**src/rtl/modexp_unit.sv**
```systemverilog
// Modular exponentiation C = P^E mod M using two bit-serial radix-2 Montgomery
// multipliers (square and multiply) with right-to-left binary exponentiation.
`timescale 1ns/1ps
module modexp_unit #(
    parameter int WIDTH     = 8,
    parameter int EXP_WIDTH = WIDTH
) (
    input  logic                 clk,
    input  logic                 rst,
    input  logic                 ena,
    input  logic                 clear,
    input  logic                 start,
    input  logic [WIDTH-1:0]     P,
    input  logic [EXP_WIDTH-1:0] E,
    input  logic [WIDTH-1:0]     M,
    input  logic [WIDTH-1:0]     Const,
    output logic [WIDTH-1:0]     C,
    output logic                 busy,
    output logic                 done,
    output logic                 err
);
    localparam int N  = WIDTH + 2;
    localparam int CW = $clog2(N);

    typedef enum logic [2:0] {S_IDLE, S_PRE, S_EXP, S_POST, S_FIX, S_ERR} state_t;

    state_t               state_q, state_d;
    logic [CW-1:0]        cnt_q, cnt_d, cnt_nxt;
    logic [EXP_WIDTH-1:0] e_q, e_d;
    logic [WIDTH-1:0]     p_q, p_d, m_q, m_d, k_q, k_d, c_q, c_d;
    logic [N-1:0]         x_q, x_d, y_q, y_d, tx_q, tx_d, ty_q, ty_d;
    logic                 done_q, done_d, err_q, err_d;
    logic [N-1:0]         ax, bx, ay, by, tx_n, ty_n;
    logic                 y_en, last;

    // One Montgomery iteration; operands stay below 2M so N+1 bits never overflow.
    function automatic logic [N-1:0] mm_step(input logic [N-1:0] t, input logic a,
                                             input logic [N-1:0] b, input logic [WIDTH-1:0] m);
        logic [N:0] s;
        s = {1'b0, t} + (a ? {1'b0, b} : '0);
        s = s + (s[0] ? (N+1)'(m) : '0);
        return s[N:1];
    endfunction

    always_comb begin
        ax   = N'(k_q);
        bx   = N'(p_q);
        ay   = N'(k_q);
        by   = N'(1);
        y_en = 1'b1;
        case (state_q)
            S_EXP: begin
                ax   = x_q;
                bx   = x_q;
                ay   = y_q;
                by   = x_q;
                y_en = e_q[0];
            end
            S_POST: begin
                ay = y_q;
                by = N'(1);
            end
            default: ;
        endcase
        tx_n = mm_step(tx_q, ax[cnt_q], bx, m_q);
        ty_n = mm_step(ty_q, ay[cnt_q], by, m_q);
    end

    assign last    = (cnt_q == CW'(N - 1));
    assign cnt_nxt = last ? '0 : cnt_q + 1'b1;

    always_comb begin
        state_d = state_q;
        cnt_d   = cnt_q;
        e_d     = e_q;
        p_d     = p_q;
        m_d     = m_q;
        k_d     = k_q;
        c_d     = c_q;
        x_d     = x_q;
        y_d     = y_q;
        tx_d    = tx_q;
        ty_d    = ty_q;
        err_d   = err_q;
        done_d  = 1'b0;
        case (state_q)
            S_IDLE: begin
                if (start) begin
                    p_d     = P;
                    e_d     = E;
                    m_d     = M;
                    k_d     = Const;
                    err_d   = 1'b0;
                    cnt_d   = '0;
                    tx_d    = '0;
                    ty_d    = '0;
                    state_d = M[0] ? S_PRE : S_ERR;
                end
            end
            S_PRE: begin
                cnt_d = cnt_nxt;
                tx_d  = last ? '0 : tx_n;
                ty_d  = last ? '0 : ty_n;
                if (last) begin
                    x_d     = tx_n;
                    y_d     = ty_n;
                    state_d = (e_q == '0) ? S_POST : S_EXP;
                end
            end
            S_EXP: begin
                cnt_d = cnt_nxt;
                tx_d  = last ? '0 : tx_n;
                if (y_en) ty_d = last ? '0 : ty_n;
                if (last) begin
                    x_d = tx_n;
                    if (y_en) y_d = ty_n;
                    // Stop as soon as no set exponent bits remain.
                    e_d     = e_q >> 1;
                    state_d = ((e_q >> 1) == '0) ? S_POST : S_EXP;
                end
            end
            S_POST: begin
                cnt_d = cnt_nxt;
                ty_d  = last ? '0 : ty_n;
                if (last) begin
                    y_d     = ty_n;
                    state_d = S_FIX;
                end
            end
            S_FIX: begin
                c_d     = (y_q >= N'(m_q)) ? WIDTH'(y_q - N'(m_q)) : y_q[WIDTH-1:0];
                done_d  = 1'b1;
                state_d = S_IDLE;
            end
            S_ERR: begin
                c_d     = '0;
                err_d   = 1'b1;
                done_d  = 1'b1;
                state_d = S_IDLE;
            end
            default: state_d = S_IDLE;
        endcase
        if (clear) begin
            state_d = S_IDLE;
            cnt_d   = '0;
            done_d  = 1'b0;
            c_d     = c_q;
            err_d   = err_q;
        end
    end

    always_ff @(posedge clk) begin
        if (rst) begin
            state_q <= S_IDLE;
            cnt_q   <= '0;
            done_q  <= 1'b0;
            err_q   <= 1'b0;
            c_q     <= '0;
        end else if (ena) begin
            state_q <= state_d;
            cnt_q   <= cnt_d;
            done_q  <= done_d;
            err_q   <= err_d;
            c_q     <= c_d;
        end
    end

    always_ff @(posedge clk) begin
        if (ena) begin
            e_q  <= e_d;
            p_q  <= p_d;
            m_q  <= m_d;
            k_q  <= k_d;
            x_q  <= x_d;
            y_q  <= y_d;
            tx_q <= tx_d;
            ty_q <= ty_d;
        end
    end

    assign C    = c_q;
    assign busy = (state_q != S_IDLE);
    assign done = done_q;
    assign err  = err_q;
endmodule
```
**config.mk**
```make
export PLATFORM = sky130hd
export DESIGN_NAME = modexp_unit
export DESIGN_NICKNAME = d
export VERILOG_FILES = /design/src/rtl/modexp_unit.sv
export SDC_FILE = /design/constraint.sdc
export NUM_CORES = 1
export LEC_CHECK = 0
export CORE_MARGIN = 4
export CORE_UTILIZATION = 30
export CTS_CLUSTER_SIZE = 28
export DETAILED_ROUTE_END_ITERATION = 6
export GPL_TIMING_DRIVEN = 0
export RECOVER_POWER = 25
export SLEW_MARGIN = 5
export SYNTH_ARGS = -nofsm -noshare
export SYNTH_HDL_FRONTEND = slang
export SYNTH_SLANG_ARGS = --single-unit
```
**constraint.sdc**
```tcl
create_clock -name clk -period 4.9 [get_ports clk]
set_input_delay 0.735 -clock clk [delete_from_list [all_inputs] [get_ports clk]]
set_output_delay 0.735 -clock clk [all_outputs]
set_load 0.01 [all_outputs]
```
After elaboration in Yosys (flattened, before gate mapping). Cells that the tools add are included.

$add $sub $neg: 6. Multiply operators: 0. Div/mod/pow operators: 0. $lt $le $gt $ge: 2. Eq/ne operators: 14. Shift operators: 0. Multiplexer cells: 45. Bitwise gates (word level): 1. Reductions and logical operators: 26.

Operator list (number): 2-to-1 mux 10 bit (13); 2-to-1 mux 8 bit (5); case mux 10 bit (2 select lines) (2); case mux 8 bit (2 select lines) (2); case mux 10 bit (3 select lines) (1); adder 10 x 10 -> 11 bit (2); adder 11 x 8 -> 11 bit (2); 2-to-1 mux 3 bit (6); logical NOT 8 bit (2); AND reduction 3 bit (5); 2-to-1 mux 4 bit (3); != test 3 bit, second input constant (4); case mux 3 bit (4 select lines) (1); AND reduction 4 bit (3); greater-or-equal comparator 10 x 8 -> 1 bit (1); AND reduction 5 bit (2); nonzero test 2 bit (5); nonzero test 3 bit (3); binary-select mux 1 bit (select 4 bit) (2); 2-to-1 mux 1 bit (8); case mux 4 bit (2 select lines) (1); OR reduction 2 bit (4); subtractor 8 bit (1); == test 3 x 2 -> 1 bit, second input constant (2); other kinds (11) (14).

Flip-flop bits (word level): 89. Bits in latches: 0. Bits in writable memories: 0. ROM bits: 0. Input port bits: 37. Memories: 0.

Longest topological paths before layout. Gate-level depths: netlist of run 1.

Depth in word-level cells: 12. Gate-level depth with buffers: 24.

Worst setup path after synthesis of run 1. OpenSTA, ideal clock, no wires.

Kind: reg-to-reg. Start: register state_q[1]. End: register ty_q[9] (data pin). Setup time: 0.255 ns. Arrival time: 4.329 ns. Setup slack: 0.317 ns. Cell stages (with the launch flop): 21. Buffers on the path: 2. Period minus slack after synthesis: 4.583 ns. Cells stage by stage: dfxtp_1 > buf_2 > nor2b_4 > buf_6 > mux4_2 > mux4_2 > a32oi_4 > nor2_1 > ha_1 > fa_1 > a211oi_1 > o21bai_1 > a211oi_1 > a21oi_1 > ha_1 > o21a_1 > o31ai_1 > a21oi_1 > nand4_1 > xor2_1 > and2_1.

Word-level cells in the longest chain between the ends: 12. Elaborated cells between the ends (all ways): 17. Classes of those cells: 2 x add/sub; 3 x eq/ne; 9 x mux; 3 x reduce/logical.

Ends and longest elaborated chain: from (decl) (RTL line 27) `state_t state_q, state_d;`; from (signal assigned) (RTL line 160) `state_q <= state_d;`; == test 3 x 2 -> 1 bit (RTL line 51) `case (state_q)`; OR reduction 2 bit (no line); 2-to-1 mux 10 bit (RTL line 51); binary-select mux 1 bit (select 4 bit) (RTL line 66) `ty_n = mm_step(ty_q, ay[cnt_q], by, m_q);`; 2-to-1 mux 1 bit (not written as such) (RTL line 66); 2-to-1 mux 10 bit (*) (RTL line 40) `s = {1'b0, t} + (a ? {1'b0, b} : '0);`; adder 10 x 10 -> 11 bit (*) (RTL line 40); 2-to-1 mux 8 bit (RTL line 41) `s = s + (s[0] ? (N+1)'(m) : '0);`; adder 11 x 8 -> 11 bit (*) (RTL line 41); net ty_n[9] (RTL line 33) `logic [N-1:0] ax, bx, ay, by, tx_n, ty_n;`; 2-to-1 mux 10 bit (*) (RTL line 103, 113, 124); 2-to-1 mux 10 bit (RTL line 113) `if (y_en) ty_d = last ? '0 : ty_n;`; case mux 10 bit (3 select lines) (*) (RTL line 86) `case (state_q)`; to (signal assigned) (RTL line 177) `ty_q <= ty_d;`; to (decl) (RTL line 31) `logic [N-1:0] x_q, x_d, y_q, y_d, tx_q, tx_d, ty_q, ty_d;`.

The timed path passes the listed nets; every way through them passes the cells marked *. The select of a mux whose other input is x is not followed. A chain may end at the register's enable or synchronous reset.

Worst setup path in the final report of run 1.
Start: register state_q[1]. End: register tx_q[6] (data pin).

Word-level cells in the longest chain between the ends: 10. Elaborated cells between the ends (all ways): 14. Classes of those cells: 2 x add/sub; 2 x eq/ne; 8 x mux; 2 x reduce/logical.

Ends and longest elaborated chain: == test 3 x 2 -> 1 bit (*) (RTL line 51); 2-to-1 mux 10 bit (RTL line 51); binary-select mux 1 bit (select 4 bit) (RTL line 65) `tx_n = mm_step(tx_q, ax[cnt_q], bx, m_q);`; 2-to-1 mux 1 bit (not written as such) (RTL line 65); 2-to-1 mux 10 bit (*) (RTL line 40); adder 10 x 10 -> 11 bit (*) (RTL line 40); 2-to-1 mux 8 bit (RTL line 41); adder 11 x 8 -> 11 bit (*) (RTL line 41); net tx_n[6] (RTL line 33); 2-to-1 mux 10 bit (*) (RTL line 102, 112); case mux 10 bit (2 select lines) (*) (RTL line 86); to (signal assigned) (RTL line 176) `tx_q <= tx_d;`; to (decl) (RTL line 31).

Marked as above.

==> results of run 1 <==
-- state kept, by name, indices dropped and copies added, names as in the netlist --
| signal | cells |
|---|---|
| y_q | 10 |
| C | 8 |
| done | 1 |
| m_q | 8 |
| err | 1 |
| ty_q | 10 |
| p_q | 8 |
| x_q | 10 |
| k_q | 8 |
| cnt_q | 4 |
| tx_q | 10 |
| e_q | 8 |
| state_q | 3 |
-- layout by cell type (no fill, tap or decap), types with 7 or more instances in the layout --
master                            synthesis  layout
sky130_fd_sc_hd__a21oi_2                  1       7
sky130_fd_sc_hd__nand3_1                  7       7
sky130_fd_sc_hd__dlygate4sd3_1            0      26
sky130_fd_sc_hd__edfxtp_1                72      72
sky130_fd_sc_hd__mux2i_1                  8       8
sky130_fd_sc_hd__and2_1                  35      35
sky130_fd_sc_hd__o21bai_1                 7       7
sky130_fd_sc_hd__ha_1                    46      43
sky130_fd_sc_hd__a21o_1                   8       8
sky130_fd_sc_hd__clkbuf_1                10       9
sky130_fd_sc_hd__buf_4                    1      18
sky130_fd_sc_hd__xor2_1                   7       7
sky130_fd_sc_hd__nor2b_1                  8       8
sky130_fd_sc_hd__and3b_1                  7       7
sky130_fd_sc_hd__nor3_1                  13      13
sky130_fd_sc_hd__clkbuf_16                0       9
sky130_fd_sc_hd__nor2_1                  39      38
sky130_fd_sc_hd__mux4_2                  10      10
sky130_fd_sc_hd__clkdlybuf4s50_1          0      20
sky130_fd_sc_hd__inv_1                   25      25
sky130_fd_sc_hd__nand2_1                 61      60
sky130_fd_sc_hd__dfxtp_1                 17      15
sky130_fd_sc_hd__a21oi_1                 47      41
sky130_fd_sc_hd__o21ai_0                 33      28
sky130_fd_sc_hd__o21a_1                  11      11
sky130_fd_sc_hd__xnor2_1                 27      27
-- per-stage QoR --
stage / area, um^2 / hold WS, ns / total power, mW
floorplan: 5882 / 0.4583 / 1.123
global placement: 6668 / 0.4376 / 1.220
detailed placement: 6681 / 0.4435 / 1.225
CTS: 7022 / 0.4579 / 1.925
global route: 7204 / 0.5017 / 2.020
finish: 7204 / 0.4510 / 1.931
-- where the power goes --
group	internal, mW	leakage, nW	switching [mW]
registers	0.858	0.812	0.0155
clock network	0.395	0.147	0.298
logic	0.171	1.79	0.194
-- worst min-delay path by stage --
stage               cells after the start  startpoint        to  slack (ns)
floorplan                               2    cnt_q[3]  cnt_q[3]        0.46
global placement                        2        C[2]      C[2]        0.44
detailed placement                      2        C[6]      C[6]        0.44
CTS                                     2        C[6]      C[6]        0.46
global route                            2        C[6]      C[6]        0.50
finish                                  2        C[1]      C[1]        0.45
-- final cells by class --
class / instances / area share (%)
multi-input cells: 444 / 45.78
flip-flops and latches: 89 / 34.77
repair buffers: 63 / 8.163
well taps: 260 / 4.515
clock buffers: 9 / 3.126
plain buffers: 16 / 1.372
inverters: 25 / 1.303
clock inverters: 7 / 0.9726
-- timing repair --
action / in CTS / in global routing
gates resized for setup: 7 / 30
buffers inserted: 3 / 13
pin swaps: 4 / 17
setup endpoints to repair: 6 / 20
-- routing by layer --
layer | track usage (%) | vias up | part of all wire (%)
met5 | 0 | - | 0
met1 | 18.52 | 2009 | 50
met4 | 3.741 | 0 | 1.4
met2 | 20.16 | 71 | 45
li1 | - | 2239 | -
met3 | 2.636 | 15 | 4.1
-- cells in the mapped netlist (2+ instances only) --
master	instances	share of area, %
sky130_fd_sc_hd__edfxtp_1	72	37
sky130_fd_sc_hd__nand2_1	61	3.9
sky130_fd_sc_hd__a21oi_1	47	4.0
sky130_fd_sc_hd__ha_1	46	9.8
sky130_fd_sc_hd__nor2_1	39	2.5
sky130_fd_sc_hd__and2_1	35	3.7
sky130_fd_sc_hd__o21ai_0	33	2.8
sky130_fd_sc_hd__xnor2_1	27	4.0
sky130_fd_sc_hd__inv_1	25	1.6
sky130_fd_sc_hd__dfxtp_1	17	5.8
sky130_fd_sc_hd__nor3_1	13	1.1
sky130_fd_sc_hd__o21a_1	11	1.4
sky130_fd_sc_hd__clkbuf_1	10	0.64
sky130_fd_sc_hd__mux4_2	10	3.8
sky130_fd_sc_hd__a21o_1	8	1.0
sky130_fd_sc_hd__mux2i_1	8	1.4
sky130_fd_sc_hd__nor2b_1	8	0.85
sky130_fd_sc_hd__a211oi_1	7	0.89
sky130_fd_sc_hd__and3b_1	7	1.0
sky130_fd_sc_hd__nand3_1	7	0.60
sky130_fd_sc_hd__o21bai_1	7	0.89
sky130_fd_sc_hd__xor2_1	7	1.0
sky130_fd_sc_hd__nand2b_1	6	0.64
sky130_fd_sc_hd__fa_1	5	1.7
sky130_fd_sc_hd__or3_1	5	0.53
sky130_fd_sc_hd__nor4_1	4	0.43
sky130_fd_sc_hd__o31ai_1	4	0.51
sky130_fd_sc_hd__buf_2	3	0.26
sky130_fd_sc_hd__nand3b_1	3	0.38
sky130_fd_sc_hd__nand4_1	3	0.32
sky130_fd_sc_hd__o211ai_1	3	0.38
sky130_fd_sc_hd__a21boi_0	2	0.26
sky130_fd_sc_hd__a31o_2	2	0.30
sky130_fd_sc_hd__a41oi_1	2	0.30
sky130_fd_sc_hd__and4_1	2	0.30
sky130_fd_sc_hd__buf_6	2	0.38
sky130_fd_sc_hd__mux2_2	2	0.38
sky130_fd_sc_hd__o2111ai_1	2	0.30
-- logic make-up after synthesis --
family | count (synthesis)
AO/OA/AOI/OAI | 139
flip-flops | 89
adder cells (fa/ha/maj) | 51
multiplexers | 20
AND/OR/NAND/NOR | 200
buffers and inverters | 42
XOR/XNOR | 34
-- critical path, cell delays in order (launching register included) --
cell                      delay, ns
sky130_fd_sc_hd__dfxtp_1       0.33
sky130_fd_sc_hd__buf_6         0.12
sky130_fd_sc_hd__nor2b_4       0.14
sky130_fd_sc_hd__buf_6         0.12
sky130_fd_sc_hd__and2_4        0.15
sky130_fd_sc_hd__buf_8         0.10
sky130_fd_sc_hd__mux4_2        0.28
sky130_fd_sc_hd__mux4_2        0.48
sky130_fd_sc_hd__nand2_2       0.10
sky130_fd_sc_hd__and2_1        0.15
sky130_fd_sc_hd__buf_6         0.14
sky130_fd_sc_hd__a21oi_1       0.05
sky130_fd_sc_hd__ha_2          0.21
sky130_fd_sc_hd__fa_2          0.42
sky130_fd_sc_hd__a21o_1        0.19
sky130_fd_sc_hd__a21oi_2       0.15
sky130_fd_sc_hd__xnor2_1       0.14
sky130_fd_sc_hd__ha_2          0.33
sky130_fd_sc_hd__a21oi_2       0.18
sky130_fd_sc_hd__o22ai_2       0.14
sky130_fd_sc_hd__o21a_1        0.19
sky130_fd_sc_hd__nor2_2        0.11
sky130_fd_sc_hd__xnor2_1       0.08
sky130_fd_sc_hd__and3b_1       0.20
==> implementation parameters, run 1 <==
Parameter                              Value

Status
  Outcome    completed

Drt
  Number of optimization iterations in the first detailed-route pass    4
  Antenna Nets Post-Route    0
  Final routed wirelength across all metal layers    14060 um
  Number of vias per cell    4.747
  Wire length per cell after detailed routing    15.40 um
  Post-route DRC    0
  Number of vias after detailed routing    4334
  Initial drt markers    213

Placed design
  Setup slack after placement    -0.2062 ns
  Count of placed standard cells including taps    882
  Last weighted congestion value of the routability-driven placer    0.8314
  Half-perimeter wire length after placement    10990 um
  Count of input and output buffers    46

Clock network
  Largest buffer count on any clock path    2
  Insertion delay of the later-clocked pin in the worst-skew pair    0.35 ns
  Sink Count    89
  Clock H-tree levels    3
  Number of hold buffers added after cts    0
  Clock Pin Slew Worst Setup and Hold Paths    0.07 ns
  CTS Buf Count    9
  Clk Tree Root Cell    sky130_fd_sc_hd__clkbuf_16
  TritonCTS clock tree    built

STA
  Slew at the pin closest to its max-slew limit    1.129 ns
  Clock skew    0.008406 ns
  Period Utilization, post-route    97.17%
  Total count of max-transition violations in the final report    0
  Max Clock Freq    210.0 MHz
  Hold violation total from the final report    0
  Sum of negative setup slack    0 ns
  Shortest clock period the worst path allows after layout    4.761 ns
  Setup slack after layout    0.1387 ns
  Number of failing setup endpoints in the final timing report    0
  Relative slew margins    24.66%

Floorplanning
  Area of the die    21910 um^2
  Die X-Extent    148.0 um
  Placeable core area    19020 um^2
  Floorplan row count    50
  Num ports    48
  Die Span Y    148.0 um
  Initial standard-cell utilization of the core    30.93%

Layout
  Layout cell share with drive strength beyond 1    13.02%
  Fin nets    736
  Non-filler cells in the finished layout    913
  Area Growth Syn to Fin    22.48%
  Fill cells    1912
  Antenna diode count    0
  Area of the multi-input gates    3298 um^2
  Combined flip-flop and latch cell area    2505 um^2
  Share of the core filled with cells in the final layout    37.88%

Logic synthesis
  Main combinational cell family by area after synthesis    simple AND/OR/NAND/NOR gates
  Warning count from the yosys run    0
  Syn avg cell area    10.23 um^2
  Number of library cell types mapped by synthesis    58
  Post-synthesis instance area    5882 um^2
  Syn Nets    663
  Number of enable-type register cells in the synthesized netlist    72
  Post-synthesis compound-gate area fraction    14.98%
  Seq cells post-synth    89
  Most used flip-flop cell after synthesis    sky130_fd_sc_hd__edfxtp_1
  Post-synthesis simple-gate area fraction    17.29%
  Arithmetic-cell share of the synthesized area counting full adders, half adders and majority gates    11.49%
  Share of async-settable or async-resettable flops after synthesis    0%
  Mux contribution to synthesized area    5.573%
  Synthesized instance count    575
  Seq/Total Area, Yosys    42.54%
  Synth Area in XOR/XNOR    5.063%

Power
  P per Cell Area    268.0 nW/um^2
  Static Leak    2.751 nW
  Largest voltage drop on the vdd net    0.0001631 V

Critical path
  Capturing instance or port of the critical path    tx_q[6]
  Largest fanout on the critical path    7
  Setup slack, reg-to-reg    0.14 ns
  Type of destination of the critical path    flop
  Worst reg2reg startpoint    state_q[1]
  Worst setup path start    state_q[1]
  Category of the most critical setup path    reg -> reg
  End of the worst register-to-register path    tx_q[6]
  CP arrival    4.86 ns
  Type of element launching the critical path    flop
  Data required time of the worst path    5.00 ns
  Worst r2r path cells    23

GRT
  GRT Resource Usage Total    13.03%
  Initial antenna violation count    0
  Maximum number of pins on one net before global-route repair    25
  Total gr overflow    0
  Number of global-route vias before repair    4180
  First-pass GRT wire length    22270 um

Flow run
  Max Cap Viol    0

Hold path
  Type of the worst min-delay path    reg -> reg
No activity file was read; power rests on OpenSTA's default activity.
==> run 2: changes to the inputs <==
--- a/config.mk
+++ b/config.mk
@@ -5,11 +5,14 @@
 export SDC_FILE = /design/constraint.sdc
 export NUM_CORES = 1
 export LEC_CHECK = 0
+export ABC_AREA = 1
 export CORE_MARGIN = 4
 export CORE_UTILIZATION = 30
 export CTS_CLUSTER_SIZE = 28
 export DETAILED_ROUTE_END_ITERATION = 6
 export GPL_TIMING_DRIVEN = 0
+export HOLD_SLACK_MARGIN = 0.03
+export MAX_ROUTING_LAYER = met4
 export RECOVER_POWER = 25
 export SLEW_MARGIN = 5
 export SYNTH_ARGS = -nofsm -noshare
==> implementation parameters, run 2 <==
Parameter                              Value

Logic synthesis
  Most used standard cells in the synthesized netlist    260 x sky130_fd_sc_hd__nand2_1, 140 x sky130_fd_sc_hd__inv_1, 72 x sky130_fd_sc_hd__edfxtp_1
  Seq cells post-synth    89
  Syn Nets    932
  Portion of synthesized cell area occupied by the leading cell type    33.78%
  Share of async-settable or async-resettable flops after synthesis    0%
  Seq/Total Area, Yosys    39.09%
  Number of library cell types mapped by synthesis    42
  Warning count from the yosys run    0
  Most used flip-flop cell after synthesis    sky130_fd_sc_hd__edfxtp_1
  Largest cells by area after synthesis    sky130_fd_sc_hd__edfxtp_1 34%, sky130_fd_sc_hd__nand2_1 15%, sky130_fd_sc_hd__ha_1 9.0%
  Number of enable-type register cells in the synthesized netlist    72
  Synthesized instance count    844
  Cell with the most instances after synthesis    sky130_fd_sc_hd__nand2_1
  Cell taking the most area after synthesis    sky130_fd_sc_hd__edfxtp_1
  Syn avg cell area    7.584 um^2
  Post-synthesis instance area    6401 um^2

Power
  Largest voltage drop on the vdd net    0.0001582 V
  P per Cell Area    276.4 nW/um^2
  Static Leak    3.562 nW

Critical path
  Worst setup path start    state_q[2]
  Count of buffer and inverter cells on the critical path    2
  Delay of the slowest critical-path stage    0.38 ns
  Setup slack, reg-to-reg    0.44 ns
  Type of element launching the critical path    flop
  Critical path cell sequence    inv_4, nand3_1, nor2_1, inv_1, a21oi_1, nor2_1, nor2_4, nand2_4, a21oi_1, ha_1, nand2_1, nand2_1, nand2_1, nand2_1, a21oi_1, nor2_1, nor2_1, xnor2_1, ha_1, a21oi_1, o21ai_0, nor2_1, xor2_1, nor2b_1
  Worst reg2reg startpoint    state_q[2]
  Data required time of the worst path    5.09 ns
  Largest fanout on the critical path    10
  Category of the most critical setup path    reg -> reg
  Type of destination of the critical path    flop
  Worst path slowest cell    sky130_fd_sc_hd__dfxtp_1
  Largest delay share family, worst path    simple AND/OR/NAND/NOR gates
  Cell type with the highest occurrence count on the critical path    sky130_fd_sc_hd__nor2_1
  CP arrival    4.65 ns

STA
  Sum of negative setup slack    0 ns
  Slew at the pin closest to its max-slew limit    0.9680 ns
  Shortest clock period the worst path allows after layout    4.455 ns
  Clock skew    0.007048 ns
  Unrepaired setup endpoints after global routing    no
  Total count of max-transition violations in the final report    0
  Number of failing setup endpoints in the final timing report    0
  Period Utilization, post-route    90.93%
  Hold violation total from the final report    0
  Relative slew margins    35.23%
  Max Clock Freq    224.4 MHz

Floorplanning
  Initial standard-cell utilization of the core    30.45%
  Num ports    48
  Area of the die    23740 um^2
  Placeable core area    21020 um^2
  Floorplan row count    53
  Die X-Extent    154.1 um
  Die Span Y    154.1 um

Hold path
  Worst hold path startpoint    C[7]
  Type of the worst min-delay path    reg -> reg

GRT
  Initial antenna violation count    0
  First-pass GRT wire length    26300 um
  Maximum number of pins on one net before global-route repair    14
  Total gr overflow    0
  GRT Resource Usage Total    14.31%
  Number of global-route vias before repair    5257

Drt
  Number of vias per cell    4.649
  Wire length per cell after detailed routing    13.88 um
  Antenna Nets Post-Route    0
  Final routed wirelength across all metal layers    16440 um
  Number of vias after detailed routing    5504
  Post-route DRC    0
  Number of optimization iterations in the first detailed-route pass    5
  Initial drt markers    392

Flow run
  Max Cap Viol    0

Clock network
  CTS Buf Count    9
  Clk Tree Root Cell    sky130_fd_sc_hd__clkbuf_16
  Clock Pin Slew Worst Setup and Hold Paths    0.06 ns
  Insertion delay of the later-clocked pin in the worst-skew pair    0.35 ns
  Sink Count    89
  Number of hold buffers added after cts    0
  Largest buffer count on any clock path    2
  Postcts setup bufs    0
  TritonCTS clock tree    built
  # resized after CTS    0
  Clock H-tree levels    3

Layout
  Most common cell after layout, fill and taps aside    sky130_fd_sc_hd__nand2_1
  Layout cell share with drive strength beyond 1    5.831%
  Non-filler cells in the finished layout    1184
  Top library cells by usage in the layout, fill and taps aside    260 x sky130_fd_sc_hd__nand2_1, 141 x sky130_fd_sc_hd__inv_1, 72 x sky130_fd_sc_hd__edfxtp_1, 62 x sky130_fd_sc_hd__a21oi_1, 60 x sky130_fd_sc_hd__nand3_1
  Area Growth Syn to Fin    17.12%
  Fin nets    992
  Antenna diode count    0

Placed design
  Count of placed standard cells including taps    1168
  Half-perimeter wire length after placement    13210 um
  Last weighted congestion value of the routability-driven placer    0.8662
  Count of input and output buffers    47

Status
  Outcome    completed
## run 2: cell count changes in the layout (fill, tap and decap cells not counted), sizes merged, moves of 15 or more
cell and change:
a21oi +15, and2 -35, inv +119, nand2 +207
nand3 +56, nor2 +21, o21ai -19
## run 2: kinds of logic after synthesis
family	synth area share (%)
AO/OA/AOI/OAI	8.229
XOR/XNOR	3.694
adder cells (fa/ha/maj)	10.56
buffers and inverters	9.656
flip-flops	39.09
AND/OR/NAND/NOR	28.77
## run 2: routing by layer
| layer | global-route usage [%] | up-vias | wire, um | share of wire (%) |
|---|---|---|---|---|
| met2 | 23.00 | 113 | 7745 | 47 |
| met3 | 2.195 | 19 | 587 | 3.6 |
| li1 | - | 2859 | - | - |
| met4 | 4.163 | 0 | 231 | 1.4 |
| met5 | - | - | 0 | 0 |
| met1 | 18.75 | 2513 | 7874 | 48 |
## run 2: layout make-up
type / count / area [um^2]
multi-input cells: 598 / 3288
fillers: 2240 / 13520
clock inverters: 6 / 25.02
inverters: 145 / 546.8
well taps: 275 / 344.1
clock buffers: 10 / 229.0
repair buffers: 49 / 493.0
plain buffers: 12 / 68.82
flip-flops and latches: 89 / 2502
## run 2: stage by stage
step | utilization, % | power, mW | worst slack [ns] | hold WS [ns] | area (um^2)
finish | 35.66 | 2.072 | 0.4446 | 0.4630 | 7497
global route | 35.66 | 2.194 | 0.1258 | 0.4802 | 7497
CTS | 35.71 | 2.094 | 0.5598 | 0.4679 | 7507
detailed placement | 34.50 | 1.472 | 0.5956 | 0.4582 | 7253
global placement | 34.33 | 1.461 | 0.6415 | 0.4521 | 7216
floorplan | - | 1.300 | 1.324 | 0.4770 | 6401
## run 2: power breakdown
group          leakage (nW)  switching, mW  total (mW)  internal (mW)
logic                  2.62          0.353       0.558          0.205
registers             0.811         0.0208       0.893          0.873
clock network         0.126          0.285       0.620          0.335
## run 2: worst register-to-register path: stages, from the launching register on
cell,delay [ns]
sky130_fd_sc_hd__dfxtp_1,0.38
sky130_fd_sc_hd__inv_4,0.13
sky130_fd_sc_hd__nand3_1,0.36
sky130_fd_sc_hd__nor2_1,0.20
sky130_fd_sc_hd__inv_1,0.11
sky130_fd_sc_hd__a21oi_1,0.14
sky130_fd_sc_hd__nor2_1,0.08
sky130_fd_sc_hd__nor2_4,0.12
sky130_fd_sc_hd__nand2_4,0.10
sky130_fd_sc_hd__a21oi_1,0.23
sky130_fd_sc_hd__ha_1,0.36
sky130_fd_sc_hd__nand2_1,0.10
sky130_fd_sc_hd__nand2_1,0.06
sky130_fd_sc_hd__nand2_1,0.07
sky130_fd_sc_hd__nand2_1,0.06
sky130_fd_sc_hd__a21oi_1,0.20
sky130_fd_sc_hd__nor2_1,0.07
sky130_fd_sc_hd__nor2_1,0.12
sky130_fd_sc_hd__xnor2_1,0.16
sky130_fd_sc_hd__ha_1,0.33
sky130_fd_sc_hd__a21oi_1,0.14
sky130_fd_sc_hd__o21ai_0,0.09
sky130_fd_sc_hd__nor2_1,0.23
sky130_fd_sc_hd__xor2_1,0.27
sky130_fd_sc_hd__nor2b_1,0.18
## run 2: path summary, 6_finish.rpt
path	end	cells after the start
worst max-delay path	tx_q[7]	24
worst min-delay path	C[7]	2
worst max register to register	tx_q[7]	24
worst min register to register	C[7]	2
==> run 3: changes to the inputs <==
--- a/config.mk
+++ b/config.mk
@@ -6,7 +6,7 @@
 export NUM_CORES = 1
 export LEC_CHECK = 0
 export ABC_AREA = 1
-export CORE_MARGIN = 4
+export CORE_MARGIN = 5
 export CORE_UTILIZATION = 30
 export CTS_CLUSTER_SIZE = 28
 export DETAILED_ROUTE_END_ITERATION = 6
==> implementation parameters, run 3 (synthesized netlist as in run 2, its figures left out) <==
Parameter                              Value

Status
  Outcome    completed

Power
  Logic gate share of total power    26.2%
  Fraction of power spent switching nets    30.81%
  Relative contribution of the clock network to total power    31.3%
  P per Cell Area    279.8 nW/um^2
  Net switching power of the design    0.6488 mW
  Part of the power in registers    42.4%
  Int Pwr    1.457 mW
  Static Leak    3.563 nW
  Largest voltage drop on the vdd net    0.0001550 V

STA
  Number of failing setup endpoints in the final timing report    0
  Relative slew margins    18.08%
  Shortest clock period the worst path allows after layout    4.320 ns
  Clock skew    0.004896 ns
  Period Utilization, post-route    88.16%
  Sum of negative setup slack    0 ns
  Worst hold slack across all endpoints    0.4612 ns
  Max Clock Freq    231.5 MHz
  Slew at the pin closest to its max-slew limit    1.221 ns
  Unrepaired setup endpoints after global routing    no
  Total count of max-transition violations in the final report    0
  Hold violation total from the final report    0

Drt
  Number of vias after detailed routing    5458
  Post-route DRC    0
  Initial drt markers    504
  Number of optimization iterations in the first detailed-route pass    5
  Number of vias per cell    4.610
  Antenna Nets Post-Route    0
  Wire length per cell after detailed routing    13.76 um
  Final routed wirelength across all metal layers    16290 um

GRT
  Global routing usage on met1    18.45%
  Routing layer with the top usage in global route    met2
  Maximum number of pins on one net before global-route repair    16
  GR Util met3    2.802%
  Number of global-route vias before repair    5220
  Met2 Resource Use GR    22.83%
  Total gr overflow    0
  GRT Resource Usage Total    14.13%
  Initial antenna violation count    0
  First-pass GRT wire length    26350 um

Placed design
  Half-perimeter wire length after placement    13140 um
  Count of input and output buffers    47
  Count of placed standard cells including taps    1168
  Last weighted congestion value of the routability-driven placer    0.8931

Critical path
  Worst path slowest cell    sky130_fd_sc_hd__dfxtp_1
  Data required time of the worst path    5.10 ns
  Delay of the slowest critical-path stage    0.38 ns
  Category of the most critical setup path    reg -> reg
  Worst reg2reg startpoint    state_q[2]
  Critical path cell sequence    inv_4, nand2_4, nor2_4, buf_6, nand2_1, nand2_1, nand3_1, a21oi_1, ha_1, nand2_1, inv_1, nand2_1, nand2_1, a21oi_1, nor2_1, nor2_1, xnor2_1, ha_1, a21oi_1, o21ai_0, nor2_1, xor2_1, nor2b_1
  Type of element launching the critical path    flop
  Largest fanout on the critical path    10
  Type of destination of the critical path    flop
  Cell type with the highest occurrence count on the critical path    sky130_fd_sc_hd__nand2_1
  CP arrival    4.52 ns
  Worst setup path start    state_q[2]

Layout
  Layout cell share with drive strength beyond 1    6.051%
  Non-filler cells in the finished layout    1184
  Area Growth Syn to Fin    17.61%
  Fill cells    2204
  Antenna diode count    0
  Area of the multi-input gates    3292 um^2
  Fin nets    992
  Combined flip-flop and latch cell area    2502 um^2
  Most common cell after layout, fill and taps aside    sky130_fd_sc_hd__nand2_1
  Top library cells by usage in the layout, fill and taps aside    260 x sky130_fd_sc_hd__nand2_1, 142 x sky130_fd_sc_hd__inv_1, 72 x sky130_fd_sc_hd__edfxtp_1, 62 x sky130_fd_sc_hd__a21oi_1, 59 x sky130_fd_sc_hd__nand3_1

Clock network
  TritonCTS clock tree    built
  Clock H-tree levels    3
  Sink Count    89
  CTS Buf Count    9
  Number of hold buffers added after cts    0
  Postcts setup bufs    0
  # resized after CTS    0
  Clock Pin Slew Worst Setup and Hold Paths    0.06 ns
  Insertion delay of the later-clocked pin in the worst-skew pair    0.34 ns
  Clk Tree Root Cell    sky130_fd_sc_hd__clkbuf_16
  Largest buffer count on any clock path    2

Hold path
  Type of the worst min-delay path    reg -> reg
  Worst hold path startpoint    done

Floorplanning
  Initial standard-cell utilization of the core    30.45%
  Placeable core area    21020 um^2
  Area of the die    24360 um^2
  Die X-Extent    156.1 um
  Floorplan row count    53
  Num ports    48
  Die Span Y    156.1 um

Flow run
  Max Cap Viol    0
==> run 3: area by class of cell <==
cell class	count	area share, %
clock buffer	13	3.557
buffer	12	0.8975
inverter	145	7.263
timing repair buffer	49	6.548
sequential	89	33.24
clock inverter	3	0.1994
multi-input combinational	598	43.73
tap	275	4.570
==> run 3: power by group through the flow <==
stage	combinational [mW]	sequential, mW	clock, mW
5_1_grt	0.635	0.896	0.713
2_1_floorplan	0.401	0.899	0
4_1_cts	0.559	0.894	0.680
3_3_place_gp	0.549	0.911	0
3_5_place_dp	0.555	0.910	0
6_report	0.552	0.894	0.660
==> run 3: path summary, 6_finish.rpt <==
path | endpoint | slack (ns) | depth (start not counted)
worst max-delay path | tx_q[7] | 0.58 | 23
worst min-delay path | done | 0.46 | 2
worst max register to register | tx_q[7] | 0.58 | 23
worst min register to register | done | 0.46 | 2
==> run 3: per-stage QoR <==
| step | power [mW] | util (%) | setup slack (ns) | instance area [um^2] |
|---|---|---|---|---|
| floorplan | 1.300 | - | 1.324 | 6401 |
| global placement | 1.459 | 34.33 | 0.6500 | 7216 |
| detailed placement | 1.464 | 34.47 | 0.6153 | 7247 |
| CTS | 2.132 | 35.82 | 0.5969 | 7530 |
| global route | 2.243 | 35.81 | 0.09431 | 7528 |
| finish | 2.106 | 35.81 | 0.5799 | 7528 |
==> run 3: critical path, delay by kind of cell, from the launching register on <==
family	cells	cell delay (ns)
flip-flops	1	0.38
AO/OA/AOI/OAI	4	0.76
AND/OR/NAND/NOR	12	1.56
adder cells (fa/ha/maj)	2	0.67
XOR/XNOR	2	0.46
buffers and inverters	3	0.35
==> run 3: per-layer routing <==
layer  vias to the layer above  part of all wire (%)
met3                         8                   3.7
met2                        88                    48
li1                       2848                     -
met1                      2514                    47
met4                         0                  0.75
met5                         -                     0
